### config.mk
export PLATFORM = sky130hd
export DESIGN_NAME = opb_decode_stage
export DESIGN_NICKNAME = d
export VERILOG_FILES = /design/src/rtl/opb_decode_stage_pkg.sv /design/src/rtl/opb_skid_buf.sv /design/src/rtl/opb_decode_stage.sv
export SDC_FILE = /design/constraint.sdc
export NUM_CORES = 1
export LEC_CHECK = 0
export ABC_AREA = 1
export BUFFER_PORTS_ARGS = -buffer_cell sky130_fd_sc_hd__buf_2
export CAP_MARGIN = 10
export CORE_UTILIZATION = 50
export CTS_CLUSTER_DIAMETER = 120
export CTS_CLUSTER_SIZE = 20
export DETAILED_ROUTE_END_ITERATION = 12
export HOLD_SLACK_MARGIN = 0.08
export PLACE_DENSITY = 0.89
export SLEW_MARGIN = 15
export SYNTH_ARGS = -nofsm -noshare
export SYNTH_HDL_FRONTEND = slang
export SYNTH_SLANG_ARGS = --single-unit
### constraint.sdc
create_clock -name clk -period 1.8 [get_ports clk]
set_input_delay 0.18 -clock clk [delete_from_list [all_inputs] [get_ports clk]]
set_output_delay 0.18 -clock clk [all_outputs]
set_load 0.005 [all_outputs]
### src/rtl/opb_decode_stage_pkg.sv
// Shared opcode and operand-B select constants plus the decoded entry layout.
// Imported by the decode stage and by the consuming operand-B mux.
package opb_decode_stage_pkg;

  localparam int XLEN = 32;

  localparam logic [6:0] OPC_OP     = 7'b0110011;
  localparam logic [6:0] OPC_OPIMM  = 7'b0010011;
  localparam logic [6:0] OPC_LOAD   = 7'b0000011;
  localparam logic [6:0] OPC_STORE  = 7'b0100011;
  localparam logic [6:0] OPC_BRANCH = 7'b1100011;
  localparam logic [6:0] OPC_JAL    = 7'b1101111;
  localparam logic [6:0] OPC_JALR   = 7'b1100111;
  localparam logic [6:0] OPC_LUI    = 7'b0110111;
  localparam logic [6:0] OPC_AUIPC  = 7'b0010111;

  localparam logic [1:0] OPB_RSB = 2'd0;
  localparam logic [1:0] OPB_PC  = 2'd1;
  localparam logic [1:0] OPB_IMI = 2'd2;
  localparam logic [1:0] OPB_IMS = 2'd3;

  typedef struct packed {
    logic [1:0]      sel;
    logic [XLEN-1:0] imi;
    logic [XLEN-1:0] ims;
    logic [XLEN-1:0] pc;
    logic [4:0]      rs2;
    logic            illegal;
  } opb_entry_t;

  function automatic logic [XLEN-1:0] sext12(input logic [11:0] v);
    return {{(XLEN-12){v[11]}}, v};
  endfunction

endpackage

### src/rtl/opb_skid_buf.sv
// Generic 2-entry valid/ready skid buffer with flush; registered in_ready.
// Ports: clk, reset, flush, in_valid/in_ready/in_data, out_valid/out_ready/out_data.
module opb_skid_buf #(
  parameter int W = 8
) (
  input  logic         clk,
  input  logic         reset,
  input  logic         flush,
  input  logic         in_valid,
  output logic         in_ready,
  input  logic [W-1:0] in_data,
  output logic         out_valid,
  input  logic         out_ready,
  output logic [W-1:0] out_data
);

  logic         main_valid;
  logic [W-1:0] main_data;
  logic         skid_valid;
  logic [W-1:0] skid_data;
  logic         accept;
  logic         consume;

  // Ready only depends on state, so it never combinationally follows out_ready.
  assign in_ready  = !skid_valid && !reset;
  assign accept    = in_valid && in_ready;
  assign consume   = main_valid && out_ready;
  assign out_valid = main_valid;
  assign out_data  = main_data;

  always_ff @(posedge clk) begin
    if (reset) begin
      main_valid <= 1'b0;
      skid_valid <= 1'b0;
      main_data  <= '0;
      skid_data  <= '0;
    end else if (flush) begin
      main_valid <= 1'b0;
      skid_valid <= 1'b0;
    end else if (!main_valid || consume) begin
      // skid_valid implies !in_ready, so skid and input never compete
      if (skid_valid) begin
        main_data  <= skid_data;
        main_valid <= 1'b1;
        skid_valid <= 1'b0;
      end else if (accept) begin
        main_data  <= in_data;
        main_valid <= 1'b1;
      end else begin
        main_valid <= 1'b0;
      end
    end else if (accept) begin
      skid_data  <= in_data;
      skid_valid <= 1'b1;
    end
  end

endmodule

### src/rtl/opb_decode_stage.sv
// Decodes opcode into operand-B select, extracts I/S immediates, rs2 and PC,
// and registers them through a 2-entry skid buffer toward execute.
module opb_decode_stage
  import opb_decode_stage_pkg::*;
#(
  parameter int XLEN_P = 32
) (
  input  logic              clk,
  input  logic              reset,
  input  logic              io_in_valid,
  output logic              io_in_ready,
  input  logic [31:0]       io_in_inst,
  input  logic [XLEN_P-1:0] io_in_pc,
  input  logic              io_flush,
  output logic              io_out_valid,
  input  logic              io_out_ready,
  output logic [1:0]        io_opb_sel,
  output logic [XLEN_P-1:0] io_opb_imi,
  output logic [XLEN_P-1:0] io_opb_ims,
  output logic [XLEN_P-1:0] io_opb_pc,
  output logic [4:0]        io_rs2_addr,
  output logic              io_illegal
);

  opb_entry_t dec;
  opb_entry_t held;
  logic [6:0] opc;
  logic       unused_bits;

  // rs1/funct3 are not needed on the operand-B path
  assign unused_bits = ^io_in_inst[19:12];
  assign opc         = io_in_inst[6:0];

  always_comb begin
    dec.imi     = sext12(io_in_inst[31:20]);
    dec.ims     = sext12({io_in_inst[31:25], io_in_inst[11:7]});
    dec.pc      = io_in_pc;
    dec.rs2     = io_in_inst[24:20];
    dec.sel     = OPB_RSB;
    dec.illegal = 1'b0;
    unique case (1'b1)
      (opc == OPC_OP),
      (opc == OPC_BRANCH): dec.sel = OPB_RSB;
      (opc == OPC_LUI),
      (opc == OPC_AUIPC),
      (opc == OPC_JAL):    dec.sel = OPB_PC;
      (opc == OPC_OPIMM),
      (opc == OPC_LOAD),
      (opc == OPC_JALR):   dec.sel = OPB_IMI;
      (opc == OPC_STORE):  dec.sel = OPB_IMS;
      default:             dec.illegal = 1'b1;
    endcase
  end

  opb_skid_buf #(
    .W($bits(opb_entry_t))
  ) u_skid (
    .clk      (clk),
    .reset    (reset),
    .flush    (io_flush),
    .in_valid (io_in_valid),
    .in_ready (io_in_ready),
    .in_data  (dec),
    .out_valid(io_out_valid),
    .out_ready(io_out_ready),
    .out_data (held)
  );

  assign io_opb_sel  = held.sel;
  assign io_opb_imi  = held.imi;
  assign io_opb_ims  = held.ims;
  assign io_opb_pc   = held.pc;
  assign io_rs2_addr = held.rs2;
  assign io_illegal  = held.illegal;

endmodule

==> impl_metrics.json <==
{
  "grt_start_max_net_pins": 56,
  "synth.most_common_cell": "sky130_fd_sc_hd__nand2_1",
  "setup.worst_path.class": "reg -> reg",
  "synthDistinctLibCells": 17,
  "clockBufferDepth": 2,
  "avgSynthCellArea_um2": 6.93,
  "fillers": 829,
  "flow.area_growth_from_synthesis_pct": 24.6,
  "unrepaired_setup_endpoints_after_global_routing": "false",
  "route.detailed.wl_per_inst_um": 13.3,
  "cp.required_ns": 2.10,
  "place_congestion": 0.797,
  "worstSkewPairLatency_ns": 0.36,
  "die_x_um": 101,
  "clkSlewWorstSetupHoldPaths_ns": 0.11,
  "drt.antenna.violating_nets": 0,
  "die_area_um2": 10100,
  "detail_route.wirelength_um": 13000,
  "cts_resized": 0,
  "power.density_nw_per_um2": 717,
  "timing.hold.worst.class": "in -> reg",
  "cts_tree": "built",
  "synth_largest_type_area_fraction_pct": 43.6,
  "cts_made_buffers": 9,
  "dpl_cell_area_um2": 5400,
  "synth_sequential_area_ratio_pct": 43.6,
  "timing.setup.tns_ns": 0,
  "clock_sinks": 106,
  "yosys_register_bits": 106,
  "ys_dominant_reg_cell": "sky130_fd_sc_hd__dfxtp_1",
  "grt_pass1_wl_um": 20700,
  "placement_rows": 35,
  "total_number_of_h_tree_levels": 3,
  "grt_pass1_vias": 4571,
  "setup_viol": 0,
  "outcome": "completed",
  "final_cell_area_um2": 6060,
  "start_kind": "flip-flop",
  "synth_async_reset_ratio_pct": 0,
  "drt_drc_violations_left": 0,
  "initial_core_util_pct": 52.1,
  "timing.final.crit_period_ns": 1.51,
  "drt_iter0_drc": 227,
  "max_clock_freq_mhz": 664,
  "port_buffers": 166,
  "synth.yosys.warnings": 0,
  "cp_max_fo": 39,
  "total_routing_usage_reported_by_global_routing_pct": 25.8,
  "cap_viol_max_count": 0,
  "synth.area.top_cells": "sky130_fd_sc_hd__dfxtp_1 (44%), sky130_fd_sc_hd__nand2_1 (14%), sky130_fd_sc_hd__buf_4 (8.0%)",
  "detail_route.vias_per_cell": 5.08,
  "post_route_cells_drive_above_1_share_pct": 24.3,
  "hpwl_um": 7700,
  "grt.overflow.total": 0,
  "static-leakage-power_nw": 3.02,
  "timing_max_transition_violations_final": 0,
  "synth_top_cells_by_count": "sky130_fd_sc_hd__nand2_1 (183), sky130_fd_sc_hd__dfxtp_1 (106), sky130_fd_sc_hd__nor2_1 (80)",
  "relSlewSlack_pct": 58.8,
  "max_slew.worst_pin.slew_ns": 0.618,
  "die_outline_height_um": 101,
  "root_buffer": "sky130_fd_sc_hd__clkbuf_8",
  "ioPinCount": 175,
  "post_synthesis_cell_type_with_the_largest_combined_area": "sky130_fd_sc_hd__dfxtp_1",
  "detail_route.first_pass.iterations": 5,
  "worstPathArrival_ns": 1.80,
  "n_antenna_cell": 0,
  "postSynthNetCount": 771,
  "worst_clock_skew_ns": 0.0126,
  "synthCells": 702,
  "worst_setup_path_end_kind": "flip-flop",
  "ir_drop_mv": 0.531,
  "num_vias": 4966,
  "antenna_violations_before_repair": 1,
  "timing.final.hold_violations": 0,
  "nets": 912,
  "post-route-period-util_pct": 83.7,
  "synth-edff-count": 0,
  "syn-cell-area_um2": 4860,
  "core_um2": 9330
}
## kinds of logic (layout without fill, tap and decap cells)
group                  after synthesis  count (layout)  synth area share, %
AOI/OAI and AO/OA                  144             144                 14.8
buffers and inverters              129             275                 14.6
DFF                                106             106                 43.6
and+or+nand+nor                    323             323                 26.9
## registers in the layout (all words and copies together) (netlist names)
signal,count
u_skid.out_valid,1
u_skid.out_data,52
u_skid.skid_valid,1
u_skid.skid_data,52
## cell type report
class	instances	area (um2)	share of cell area (%)
well taps	129	161	2.66
clock inverters	6	61.3	1.01
repair buffers	229	1430	23.7
inverters	30	113	1.86
multi-input cells	467	2040	33.6
flip-flops and latches	106	2120	35.0
clock buffers	10	128	2.11
## metal layers
layer | global-route usage (%) | vias up | share of wire, %
met2 | 46.4 | 226 | 50
li1 | - | 2475 | -
met4 | 12.9 | 0 | 3.2
met1 | 28.9 | 2231 | 41
met5 | 0 | - | 0
met3 | 4.92 | 34 | 6.5
## critical path, stage by stage, from the launching register on
cell                      delay [ns]
sky130_fd_sc_hd__dfxtp_2        0.38
sky130_fd_sc_hd__nor2_4         0.12
sky130_fd_sc_hd__nand2_2        0.08
sky130_fd_sc_hd__nor3_4         0.21
sky130_fd_sc_hd__buf_4          0.36
sky130_fd_sc_hd__o21ai_0        0.15
sky130_fd_sc_hd__a21oi_1        0.13
## power by group
group	internal (W)	switching (W)
clock network	0.000539	0.000860
logic	0.000248	0.000280
registers	0.00239	0.0000256
total	0.00318	0.00117
## layout by cell type, fill, tap and decap left out
cell type                       synthesis  final
sky130_fd_sc_hd__inv_8                  0      1
sky130_fd_sc_hd__inv_1                 28     28
sky130_fd_sc_hd__buf_4                 52     15
sky130_fd_sc_hd__dfxtp_2                0      1
sky130_fd_sc_hd__nor2_1                80     79
sky130_fd_sc_hd__clkbuf_8               0      9
sky130_fd_sc_hd__clkinv_4               0      1
sky130_fd_sc_hd__dfxtp_1              106    105
sky130_fd_sc_hd__inv_2                  2      2
sky130_fd_sc_hd__clkinvlp_4             0      1
sky130_fd_sc_hd__buf_2                 21    166
sky130_fd_sc_hd__nand2_1              183    182
sky130_fd_sc_hd__nor3_4                 1      1
sky130_fd_sc_hd__inv_6                  0      2
sky130_fd_sc_hd__nor2_4                 1      2
sky130_fd_sc_hd__o21ai_0               70     70
sky130_fd_sc_hd__nand3_1               55     55
sky130_fd_sc_hd__a21oi_1               74     74
sky130_fd_sc_hd__buf_12                 0      1
sky130_fd_sc_hd__nand2_2                2      3
sky130_fd_sc_hd__dlygate4sd3_1          0     47
sky130_fd_sc_hd__nor3_1                 1      1
sky130_fd_sc_hd__clkinv_8               0      1
sky130_fd_sc_hd__clkbuf_1              20      1
## final timing paths
| path | slack (ns) | to | startpoint | depth (start not counted) |
|---|---|---|---|---|
| hold / removal | 0.09 | u_skid.skid_data[12] | io_in_pc[6] | 3 |
| hold reg to reg | 0.46 | u_skid.out_data[38] | u_skid.out_data[38] | 2 |
| setup reg to reg | 0.29 | u_skid.skid_data[34] | u_skid.skid_valid | 6 |
| setup / recovery | 0.29 | u_skid.skid_data[34] | u_skid.skid_valid | 6 |
## metrics by stage
stage / std cells / hold slack (ns) / total power [W] / util, % / worst slack (ns)
2_1_floorplan: 702 / 0.315 / 0.00274 / - / 0.399
5_1_grt: 977 / 0.0885 / 0.00453 / 64.9 / 0.113
4_1_cts: 977 / 0.0802 / 0.00438 / 64.9 / 0.280
3_3_place_gp: 914 / 0.422 / 0.00290 / 57.9 / 0.390
3_5_place_dp: 914 / 0.430 / 0.00291 / 57.9 / 0.300
6_report: 977 / 0.0861 / 0.00434 / 64.9 / 0.293
## what timing repair did
item | 4_1_cts | 5_1_grt
hold endpoints to repair | 47 | 0
hold buffers | 47 | 0
setup buffers | 0 | 0
Note: power is estimated with default switching activity, not from simulation.
